==> config.mk <==
export PLATFORM = sky130hd
export DESIGN_NAME = uart_receiver
export DESIGN_NICKNAME = d
export VERILOG_FILES = /design/src/rtl/uart_receiver.sv
export SDC_FILE = /design/constraint.sdc
export NUM_CORES = 1
export LEC_CHECK = 0
export ABC_AREA = 1
export BUFFER_PORTS_ARGS = -buffer_cell sky130_fd_sc_hd__buf_2
export CORE_MARGIN = 3
export CORE_UTILIZATION = 35
export CTS_BUF_LIST = sky130_fd_sc_hd__clkbuf_8
export DETAILED_ROUTE_END_ITERATION = 16
export PLACE_DENSITY = 0.54
export SLEW_MARGIN = 10
export SYNTH_ARGS = -nofsm -noshare
export SYNTH_HDL_FRONTEND = slang
export SYNTH_SLANG_ARGS = --single-unit
==> constraint.sdc <==
create_clock -name i_clk -period 1.5 [get_ports i_clk]
set_input_delay 0.225 -clock i_clk [delete_from_list [all_inputs] [get_ports i_clk]]
set_output_delay 0.225 -clock i_clk [all_outputs]
set_load 0.05 [all_outputs]
==> src/rtl/uart_receiver.sv <==
// uart_receiver: oversampled asynchronous serial receiver.
// Line is synchronized, start edge detected, bits sampled mid-bit
// (OVERSAMPLE ticks per bit), and each completed word is held in o_data
// with valid/overrun handshake and framing status.
// Optional feature: define UART_RX_PARITY_EN to add an even-parity bit after
// the data bits and an o_parity_err output.
module uart_receiver #(
    parameter int D_BITS     = 8,
    parameter int SP_BITS    = 1,
    parameter int OVERSAMPLE = 16
) (
    input  logic              i_clk,
    input  logic              reset,
    input  logic              i_rx,
    input  logic              i_s_tick,
    input  logic              i_rx_ack,
    output logic              o_br_rst,
    output logic [D_BITS-1:0] o_data,
    output logic              o_rx_valid,
    output logic              o_rx_done,
    output logic              o_frame_err,
    output logic              o_overrun
`ifdef UART_RX_PARITY_EN
    ,
    output logic              o_parity_err
`endif
);

    localparam int TW = $clog2(OVERSAMPLE);
    localparam int BW = $clog2(D_BITS) + 1;

    localparam logic [TW-1:0] TICK_MID  = TW'(OVERSAMPLE / 2 - 1);
    localparam logic [TW-1:0] TICK_LAST = TW'(OVERSAMPLE - 1);
    localparam logic [BW-1:0] BIT_LAST  = BW'(D_BITS - 1);
    localparam logic [BW-1:0] STOP_LAST = BW'(SP_BITS - 1);

    typedef enum logic [2:0] {
        S_IDLE   = 3'd0,
        S_START  = 3'd1,
        S_DATA   = 3'd2,
`ifdef UART_RX_PARITY_EN
        S_PARITY = 3'd4,
`endif
        S_STOP   = 3'd3
    } state_t;

    state_t            state;
    logic              rx_meta, rx_sync, rx_prev;
    logic [TW-1:0]     tick_cnt;
    logic [BW-1:0]     bit_cnt;
    logic [D_BITS-1:0] shreg;
    logic              stop_err;
`ifdef UART_RX_PARITY_EN
    logic              par_err;
`endif

    // Two-flop synchronizer plus one delayed copy for falling-edge detection
    always_ff @(posedge i_clk or negedge reset) begin
        if (!reset) begin
            rx_meta <= 1'b1;
            rx_sync <= 1'b1;
            rx_prev <= 1'b1;
        end else begin
            rx_meta <= i_rx;
            rx_sync <= rx_meta;
            rx_prev <= rx_sync;
        end
    end

    // Frame FSM with registered outputs and the consumer handshake
    always_ff @(posedge i_clk or negedge reset) begin
        if (!reset) begin
            state       <= S_IDLE;
            tick_cnt    <= '0;
            bit_cnt     <= '0;
            shreg       <= '0;
            stop_err    <= 1'b0;
            o_br_rst    <= 1'b1;
            o_data      <= '0;
            o_rx_valid  <= 1'b0;
            o_rx_done   <= 1'b0;
            o_frame_err <= 1'b0;
            o_overrun   <= 1'b0;
`ifdef UART_RX_PARITY_EN
            par_err      <= 1'b0;
            o_parity_err <= 1'b0;
`endif
        end else begin
            o_rx_done <= 1'b0;
            // Ack only matters while a word is held; completion below overrides
            if (i_rx_ack && o_rx_valid) begin
                o_rx_valid <= 1'b0;
                o_overrun  <= 1'b0;
            end
            case (state)
                S_IDLE: begin
                    o_br_rst <= 1'b1;
                    if (rx_prev && !rx_sync) begin
                        tick_cnt <= '0;
                        o_br_rst <= 1'b0;
                        state    <= S_START;
                    end
                end
                S_START: begin
                    if (i_s_tick) begin
                        if (tick_cnt == TICK_MID) begin
                            tick_cnt <= '0;
                            bit_cnt  <= '0;
                            if (!rx_sync) begin
                                state <= S_DATA;
                            end else begin
                                // Glitch, not a start bit
                                state    <= S_IDLE;
                                o_br_rst <= 1'b1;
                            end
                        end else begin
                            tick_cnt <= tick_cnt + 1'b1;
                        end
                    end
                end
                S_DATA: begin
                    if (i_s_tick) begin
                        if (tick_cnt == TICK_LAST) begin
                            tick_cnt <= '0;
                            shreg    <= {rx_sync, shreg[D_BITS-1:1]};
                            if (bit_cnt == BIT_LAST) begin
                                bit_cnt  <= '0;
                                stop_err <= 1'b0;
`ifdef UART_RX_PARITY_EN
                                state    <= S_PARITY;
`else
                                state    <= S_STOP;
`endif
                            end else begin
                                bit_cnt <= bit_cnt + 1'b1;
                            end
                        end else begin
                            tick_cnt <= tick_cnt + 1'b1;
                        end
                    end
                end
`ifdef UART_RX_PARITY_EN
                S_PARITY: begin
                    if (i_s_tick) begin
                        if (tick_cnt == TICK_LAST) begin
                            tick_cnt <= '0;
                            // Even parity: data plus parity bit must XOR to 0
                            par_err  <= ^{shreg, rx_sync};
                            state    <= S_STOP;
                        end else begin
                            tick_cnt <= tick_cnt + 1'b1;
                        end
                    end
                end
`endif
                S_STOP: begin
                    if (i_s_tick) begin
                        if (tick_cnt == TICK_LAST) begin
                            tick_cnt <= '0;
                            if (bit_cnt == STOP_LAST) begin
                                // Complete at mid final stop bit so the next start edge is caught
                                bit_cnt     <= '0;
                                o_data      <= shreg;
                                o_rx_done   <= 1'b1;
                                o_rx_valid  <= 1'b1;
                                o_overrun   <= o_rx_valid && !i_rx_ack;
                                o_frame_err <= stop_err | ~rx_sync;
`ifdef UART_RX_PARITY_EN
                                o_parity_err <= par_err;
`endif
                                state       <= S_IDLE;
                                o_br_rst    <= 1'b1;
                            end else begin
                                stop_err <= stop_err | ~rx_sync;
                                bit_cnt  <= bit_cnt + 1'b1;
                            end
                        end else begin
                            tick_cnt <= tick_cnt + 1'b1;
                        end
                    end
                end
                default: begin
                    state    <= S_IDLE;
                    o_br_rst <= 1'b1;
                end
            endcase
        end
    end

endmodule
==> results of run 1 <==
## power by group through the flow
stage | clock, mW | sequential [mW] | combinational, mW
floorplan | 0 | 1.19 | 0.584
detailed placement | 0 | 1.16 | 0.849
CTS | 0.881 | 1.15 | 0.855
finish | 0.850 | 1.16 | 0.958
global route | 0.915 | 1.17 | 1.10
global placement | 0 | 1.17 | 0.843
## registers in the layout, indices dropped and copies added, names as in the netlist, 2 cells and up
signal    cells
state         2
shreg         8
tick_cnt      4
bit_cnt       4
o_data        8
## layer usage
layer  vias to the layer above  track usage, %  routed length, µm
met1                       647            16.1               1720
met2                        12            19.6               1600
met4                         0            4.89                 44
met3                         6            3.90                101
li1                        748               -                  -
met5                         -               0                  0
## cells in the mapped netlist
cell / instances
dfstp_2: 4
a21oi_1: 3
inv_2: 2
nand2_2: 3
a21boi_0: 1
o21ai_0: 5
o21ai_2: 8
nor2_2: 4
nor2_1: 9
o21ai_1: 9
xor2_1: 2
nand3_1: 19
buf_2: 2
ha_1: 3
dfrtp_1: 31
nand4_1: 5
nand2_1: 75
buf_6: 2
inv_1: 25
## area by class of cell
type | instances | share of cell area [%]
flip-flops and latches | 35 | 39.4
repair buffers | 34 | 12.8
well taps | 65 | 3.62
inverters | 27 | 4.63
multi-input cells | 146 | 34.6
clock buffers | 5 | 3.07
clock inverters | 3 | 1.95
## timing repair
item | in CTS | in global routing
gates resized for setup | 0 | 24
setup endpoints to repair | 0 | 19
buffers inserted | 0 | 4
hold endpoints to repair | 15 | 0
hold buffers | 1 | 0
## through the flow
| stage | hold WS (ns) | instances | util [%] |
|---|---|---|---|
| floorplan | -0.0706 | 212 | - |
| global placement | 0.172 | 300 | 43.0 |
| detailed placement | 0.172 | 300 | 43.0 |
| CTS | 0.0186 | 309 | 45.8 |
| global route | 0.0195 | 315 | 49.5 |
| finish | 0.0301 | 315 | 49.5 |
## kinds of logic (layout without fill, tap and decap cells)
kind of cell    Yosys count  in the layout  synth area share, %
simple gates            115            115                 28.3
buf+inv                  31             69                 7.79
xor+xnor                  2              2                 1.02
compound gates           26             26                 9.47
flops                    35             35                 51.3
fa+ha+maj                 3              3                 2.19
## worst max-delay path by stage
| stage | start | endpoint | slack [ns] | cells after the start |
|---|---|---|---|---|
| floorplan | tick_cnt[0]$_DFFE_PN0P_ | shreg[7]$_DFFE_PN0P_ | 0.16 | 9 |
| global placement | state[1]$_DFFE_PN0P_ | state[0]$_DFFE_PN0P_ | 0.07 | 8 |
| detailed placement | tick_cnt[0]$_DFFE_PN0P_ | o_data[6]$_DFFE_PN0P_ | 0.03 | 9 |
| CTS | tick_cnt[0]$_DFFE_PN0P_ | o_data[6]$_DFFE_PN0P_ | 0.007 | 9 |
| global route | state[0]$_DFFE_PN0P_ | bit_cnt[3]$_DFFE_PN0P_ | -0.007 | 9 |
| finish | tick_cnt[1]$_DFFE_PN0P_ | shreg[7]$_DFFE_PN0P_ | 0.1 | 9 |
==> results.cfg, run 1 <==
[outcome]
status = completed

[grt]
overflow = 0
grt.total_usage_pct = 12.5
antenna_found_initial = 0
grt_pass1_vias = 1293
grt_max_degree = 21
grt_pass1_wl_um = 5740

[sta]
relSlewSlack_pct = 74.3
worst_clock_skew_ns = 0.00673
max_freq_mhz = 713
finalSetupViolCount = 0
worstMarginPinSlew_ns = 0.385
finalMaxSlewViolations = 0
period_share_pct = 93.5
finalCriticalPeriod_ns = 1.40
hold_viol_final = 0
setup_ws_ns = 0.0975
final.setup.tns_ns = 0

[power_and_ir_drop]
switchingPower_mw = 1.07
combPwrFrac_pct = 32.3
internal_power_mw = 1.90
power.leakage_nw = 1.15
powerDensity_mw_per_mm2 = 1320
irDropWorstVdd_mv = 1.01
clockPowerShare_pct = 28.6
seq_power_share_pct = 39.1
p_sw_share_pct = 36.0
design_power_total_mw = 2.97

[routing]
dr.pass1.iters = 4
drcViolationCount = 0
antenna_left = 0
wire_per_inst_um = 11.0
routed_wl_um = 3460
vias = 1413
avgViaCountPerCell = 4.49
drt-initial-drc-count = 56

[worst_setup_path]
reg2reg_from = tick_cnt[1]$_DFFE_PN0P_
rr_endpoint = shreg[7]$_DFFE_PN0P_
r2r_slack_ns = 0.1
ff2ff_path_depth = 9
critical_path.slowest_cell = dfrtp_1
startpoint_type = register
crit_path_end_kind = register
crit_top_cell = nand2_2
worst_ep_required_time_ns = 1.68
path_max_fanout = 8
cp_top_family = simple AND/OR/NAND/NOR gates
slowest_delay_ns = 0.39
path_class = reg -> reg
cp.arrival_ns = 1.58
path_cells = ha_4 > nand2_2 > nor2_4 > nand2_2 > inv_4 > nand2_4 > buf_12 > nand2_1 > o21ai_2
critical_path_buf_inv_count = 2

[placed_design]
gp_congestion = 0.828
dpl.hpwl_um = 2510
portBuffers = 17
place_area_mm2 = 0.00195
place_ws_ns = 0.0266

[clock_tree]
cts.sinks = 35
cts_buffers = 5
clock_path_buffers = 2
insertion_delay_ns = 0.29
cts_tree = yes
root_buffer = clkbuf_8
clkTransAtPathRegs_ns = 0.07
cts_max_level = 2

[floorplanning]
initial_core_util_pct = 37.9
core_area_mm2 = 0.00453
die_w_um = 76.1
ios = 18
std_cell_rows = 24
dieArea_mm2 = 0.00579
die_h_um = 76.1

[worst_hold_path]
holdCritStartpoint = i_rx
hold_end = rx_meta$_DFF_PN1_
hold_depth = 1
holdCritPathClass = in -> reg

[synth]
yosysUniqueCellTypes = 19
synth_nets = 220
synth_seq_cells = 35
synth_seq_area_share_pct = 51.3
ys_warn_count = 0
netlist_instances = 212
avgSynthCellArea_um2 = 8.10
synthTopCellsByArea = dfrtp_1 45%, nand2_1 16%, dfstp_2 6.1%
synth_area_leader_cell = dfrtp_1
yosysTopAreaCellShare_pct = 45.2
netlist_area_mm2 = 0.00172

[cells_and_area]
multi_input_area_um2 = 777
final_cell_mix = 69 x nand2_1, 29 x dfrtp_1, 25 x inv_1
drive_above_1_share_pct = 30.0
antenna_cells = 0
layout_commonest_cell = nand2_1
fin_area_mm2 = 0.00224
nets = 257
syn_to_final_growth_pct = 30.7
fillers = 429
regArea_um2 = 883

[job]
cap_violations = 0
Note: power is estimated with default switching activity, not from simulation.
==> run 2, diff against run 1 <==
BUFFER_PORTS_ARGS = -buffer_cell sky130_fd_sc_hd__clkbuf_2   (was -buffer_cell sky130_fd_sc_hd__buf_2)
CORE_MARGIN = unset   (was 3)
==> run 2 against run 1 <==
Hold slack gained 0.18 ns. Clock skew fell by 0.0034 ns. Register-to-register slack improved by 0.03 ns. Global-route usage grew 2.3 points. Count of clock-buffer cells in the layout is the same. Setup slack improved by 0.035 ns. Design area fell by 7.2%. Combinational power decreased by 7.2%. Non-clock buffer count shrank 3. Clock power is 21% lower. Sequential power about the same. Critical path type unchanged. Largest power group unchanged.
==> results.cfg, run 2 (same netlist as run 1, synthesis figures left out) <==
[cells_and_area]
drive_above_1_share_pct = 25.1
antenna_cells = 0
reg.largest.list = o_data (8), shreg (8)
nets = 254
syn_to_final_growth_pct = 21.3
fin_area_mm2 = 0.00208
layout_commonest_cell = nand2_1
final_cell_mix = 73 x nand2_1, 30 x dfrtp_1, 26 x inv_1

[sta]
finalCriticalPeriod_ns = 1.37
relSlewSlack_pct = 70.7
final.setup.tns_ns = 0
hold_viol_final = 0
finalMaxSlewViolations = 0
period_share_pct = 91.2
finalSetupViolCount = 0
max_freq_mhz = 731
worst_clock_skew_ns = 0.00328
worstMarginPinSlew_ns = 0.439

[routing]
vias = 1387
avgViaCountPerCell = 4.42
antenna_left = 0
wire_per_inst_um = 10.5
drt-initial-drc-count = 52
dr.pass1.iters = 4
drcViolationCount = 0
routed_wl_um = 3290

[outcome]
status = completed

[worst_setup_path]
cp.arrival_ns = 1.55
ff2ff_path_depth = 9
path_max_fanout = 12
rr_endpoint = o_data[4]$_DFFE_PN0P_
startpoint_type = register
reg2reg_from = tick_cnt[1]$_DFFE_PN0P_
crit_path_end_kind = register
path_class = reg -> reg
r2r_slack_ns = 0.13
worst_ep_required_time_ns = 1.68

[worst_hold_path]
hold_end = o_rx_valid$_DFF_PN0_
holdCritPathClass = in -> reg
hold_depth = 4
holdCritStartpoint = i_rx_ack

[placed_design]
portBuffers = 17
gp_congestion = 0.782
place_area_mm2 = 0.00194
dpl.hpwl_um = 2320

[power_and_ir_drop]
irDropWorstVdd_mv = 0.685
power.leakage_nw = 1.07
design_power_total_mw = 2.71
powerDensity_mw_per_mm2 = 1300

[grt]
grt_pass1_wl_um = 5840
antenna_found_initial = 0
overflow = 0
grt.total_usage_pct = 14.8
grt_pass1_vias = 1335
grt_max_degree = 36

[clock_tree]
clkTransAtPathRegs_ns = 0.07
clock_path_buffers = 2
insertion_delay_ns = 0.29
root_buffer = clkbuf_8
cts_buffers = 5
cts_max_level = 2
cts_tree = yes
cts.sinks = 35

[floorplanning]
std_cell_rows = 25
die_w_um = 72.1
die_h_um = 72.1
ios = 18
initial_core_util_pct = 36.4
core_area_mm2 = 0.00472
dieArea_mm2 = 0.00519

[job]
cap_violations = 0
-- run 2: area by class of cell --
type / count / area, µm²
fill: 473 / 2640
clock inverter: 3 / 16.3
tap: 67 / 83.8
clock buffer: 5 / 68.8
sequential: 35 / 882
inverter: 27 / 101
multi-input combinational: 146 / 723
timing repair buffer: 31 / 208
-- run 2: worst max-delay path, stage by stage (launching register included) --
cell and delay [ns]:
dfrtp_1 0.40, ha_4 0.17, nand2_1 0.07, nor2_2 0.12, nand2_2 0.08, inv_2 0.07
nand2_1 0.06, buf_4 0.17, nand2_1 0.06, o21ai_1 0.06
-- run 2: worst max-delay path by stage --
stage	cells after the start	endpoint	slack [ns]	startpoint
2_1_floorplan	9	shreg[7]$_DFFE_PN0P_	0.16	tick_cnt[0]$_DFFE_PN0P_
3_3_place_gp	8	state[0]$_DFFE_PN0P_	0.08	state[1]$_DFFE_PN0P_
3_5_place_dp	9	state[1]$_DFFE_PN0P_	0.09	bit_cnt[1]$_DFFE_PN0P_
4_1_cts	9	state[1]$_DFFE_PN0P_	0.07	bit_cnt[1]$_DFFE_PN0P_
5_1_grt	9	o_data[1]$_DFFE_PN0P_	-0.006	tick_cnt[1]$_DFFE_PN0P_
6_report	9	o_data[4]$_DFFE_PN0P_	0.13	tick_cnt[1]$_DFFE_PN0P_
-- run 2: repair_timing --
action	CTS	global route
setup endpoints to repair	0	26
hold endpoints to repair	31	1
gates resized for setup	0	7
setup buffers	0	2
hold buffers	1	1
-- run 2: per-layer routing --
metal  wire length [µm]  vias to the layer above  GRT usage, %
met5                  0                        -             0
met1               1700                      628          19.3
met3                 73                        5          4.58
li1                   -                      742             -
met4                 57                        0          6.54
met2               1460                       12          22.6
-- run 2: power breakdown --
group,internal (mW),switching (mW),total [mW]
combinational,0.320,0.569,0.889
clock,0.318,0.350,0.668
sequential,1.05,0.102,1.15
total,1.69,1.02,2.71
-- run 2: through the flow --
stage	cells	util, %	setup slack (ns)	hold WS (ns)
global placement	302	41.1	0.0819	0.290
global route	314	44.1	-0.00586	0.218
detailed placement	302	41.1	0.0902	0.294
finish	314	44.1	0.132	0.214
floorplan	212	-	0.158	-0.0706
CTS	311	43.1	0.0730	0.00233
==> run 3, diff against run 2 <==
clock period = 1.35 ns   (was 1.5 ns; I/O delays follow)
==> run 3 against run 2 <==
The flow now finishes with violations (setup timing). Critical path depth is the same. Die area stayed put. Non-clock buffer count is 15 higher. Sequential cell count stayed put. Critical endpoint is now o_data[3]$_DFFE_PN0P_. Sequential share of layout area fell by 5.8 points. Via count grew 9.9%. Core utilization rose by 7.1 points. Fmax up 0.25%. Combinational power rose by 57%. First-iteration DRC count decreased by 25%.
==> results.cfg, run 3 (same netlist as run 1, synthesis figures left out) <==
[cells_and_area]
regArea_um2 = 883
layout.cells.non_filler = 329
layout_commonest_cell = nand2_1
antenna_cells = 0
syn_to_final_growth_pct = 40.9
reg.largest.list = o_data (8), shreg (8)
multi_input_area_um2 = 908
final_cell_mix = 49 x nand2_1, 29 x dfrtp_1, 23 x inv_1
drive_above_1_share_pct = 45.8
nets = 269
fillers = 443

[power_and_ir_drop]
irDropWorstVdd_mv = 1.09
power.leakage_nw = 1.23
p_sw_share_pct = 38.9
powerDensity_mw_per_mm2 = 1420
seq_power_share_pct = 37.9
combPwrFrac_pct = 40.7
internal_power_mw = 2.10
design_power_total_mw = 3.44
clockPowerShare_pct = 21.4
switchingPower_mw = 1.34

[grt]
antenna_found_initial = 0
grt_max_degree = 23
grt_pass1_wl_um = 6040
grt.total_usage_pct = 15.2
overflow = 0
grt_pass1_vias = 1383

[outcome]
violations = setup timing
status = finished with violations

[floorplanning]
ios = 18
dieArea_mm2 = 0.00519
die_h_um = 72.1
std_cell_rows = 25
initial_core_util_pct = 36.4
die_w_um = 72.1
core_area_mm2 = 0.00472

[routing]
dr.pass1.iters = 4
vias = 1525
antenna_left = 0
avgViaCountPerCell = 4.64
drt-initial-drc-count = 39
drcViolationCount = 0
wire_per_inst_um = 11.3
routed_wl_um = 3710

[sta]
max_freq_mhz = 733
hold_viol_final = 0
setup_ws_ns = -0.0144
rsz0062_at_grt = true
worstMarginPinSlew_ns = 0.389
finalSetupViolCount = 7
relSlewSlack_pct = 74.1
period_share_pct = 101
finalMaxSlewViolations = 0
finalCriticalPeriod_ns = 1.36
worst_clock_skew_ns = 0.00673

[job]
cap_violations = 0

[worst_setup_path]
crit_path_end_kind = register
critical_path_buf_inv_count = 2
cp_top_family = flip-flops
critical_path.slowest_cell = dfrtp_1
cp.arrival_ns = 1.54
path_max_fanout = 7
path_cells = ha_4 > nand2_4 > nor2_4 > nand2_4 > inv_4 > nand2_4 > buf_8 > nand2_2 > o21ai_1
slowest_delay_ns = 0.39
path_class = reg -> reg
startpoint_type = register
worst_ep_required_time_ns = 1.53
crit_top_cell = nand2_4

[clock_tree]
root_buffer = clkbuf_8
cts_tree = yes
insertion_delay_ns = 0.29
cts_max_level = 2
clkTransAtPathRegs_ns = 0.07
cts_buffers = 5
clock_path_buffers = 2
cts.sinks = 35

[placed_design]
place_inst = 313
dpl.hpwl_um = 2510
gp_congestion = 0.841
portBuffers = 17

[worst_hold_path]
holdCritPathClass = in -> reg
-- run 3: worst paths after layout --
check	start	to	slack [ns]	depth (start not counted)
max	tick_cnt[1]$_DFFE_PN0P_	o_data[3]$_DFFE_PN0P_	-0.01	9
min	i_rx_ack	o_rx_valid$_DFF_PN0_	0.19	4
max reg2reg	tick_cnt[1]$_DFFE_PN0P_	o_data[3]$_DFFE_PN0P_	-0.01	9
min reg2reg	rx_meta$_DFF_PN1_	rx_sync$_DFF_PN1_	0.36	0
max in group asynchronous	reset	rx_sync$_DFF_PN1_	0.47	3
min in group asynchronous	reset	tick_cnt[3]$_DFFE_PN0P_	0.36	2
-- run 3: area by class of cell --
class | instances | share of cell area, %
Clock buffer | 5 | 2.84
Clock inverter | 3 | 0.672
Inverter | 27 | 4.40
Multi-Input combinational cell | 146 | 37.5
Sequential cell | 35 | 36.5
Tap cell | 67 | 3.46
Timing Repair Buffer | 46 | 14.6
-- run 3: layer usage --
| layer | up-vias | routed length, µm | part of all wire, % | track usage, % |
|---|---|---|---|---|
| met3 | 5 | 105 | 2.8 | 4.58 |
| met5 | - | 0 | 0 | 0 |
| met4 | 0 | 63 | 1.7 | 6.75 |
| li1 | 766 | - | - | - |
| met2 | 17 | 1790 | 48 | 24.2 |
| met1 | 737 | 1740 | 47 | 19.2 |
-- run 3: tightest hold or removal path, cell delays in order --
cell      delay, ns
clkbuf_2       0.09
inv_1          0.03
nand2_1        0.07
nand2_1        0.05
-- run 3: power by group through the flow --
stage          logic (mW)  clock network (mW)  registers, mW
6_report             1.40               0.735           1.31
5_1_grt              1.54               0.811           1.32
4_1_cts              1.17               0.765           1.28
3_5_place_dp         1.11                   0           1.28
3_3_place_gp         1.12                   0           1.28
2_1_floorplan       0.649                   0           1.32
-- run 3: through the flow --
stage	util [%]	worst slack (ns)	TNS, ns	cell area, µm²	hold WS [ns]
2_1_floorplan	-	0.00785	0	1720	-0.0931
3_3_place_gp	42.9	-0.0808	-0.957	2020	0.148
3_5_place_dp	42.9	-0.129	-1.43	2020	0.146
4_1_cts	46.5	-0.0285	-0.204	2200	0.187
5_1_grt	51.2	-0.101	-1.71	2420	0.208
6_report	51.2	-0.0144	-0.0759	2420	0.191
-- run 3: timing repair --
action	in CTS	in global routing
endpoints found under the hold margin	14	0
gates cloned	0	1
hold buffers	2	0
endpoints found under the setup margin	26	29
gates resized for setup	15	54
pin swaps	5	18
buffers inserted	2	3
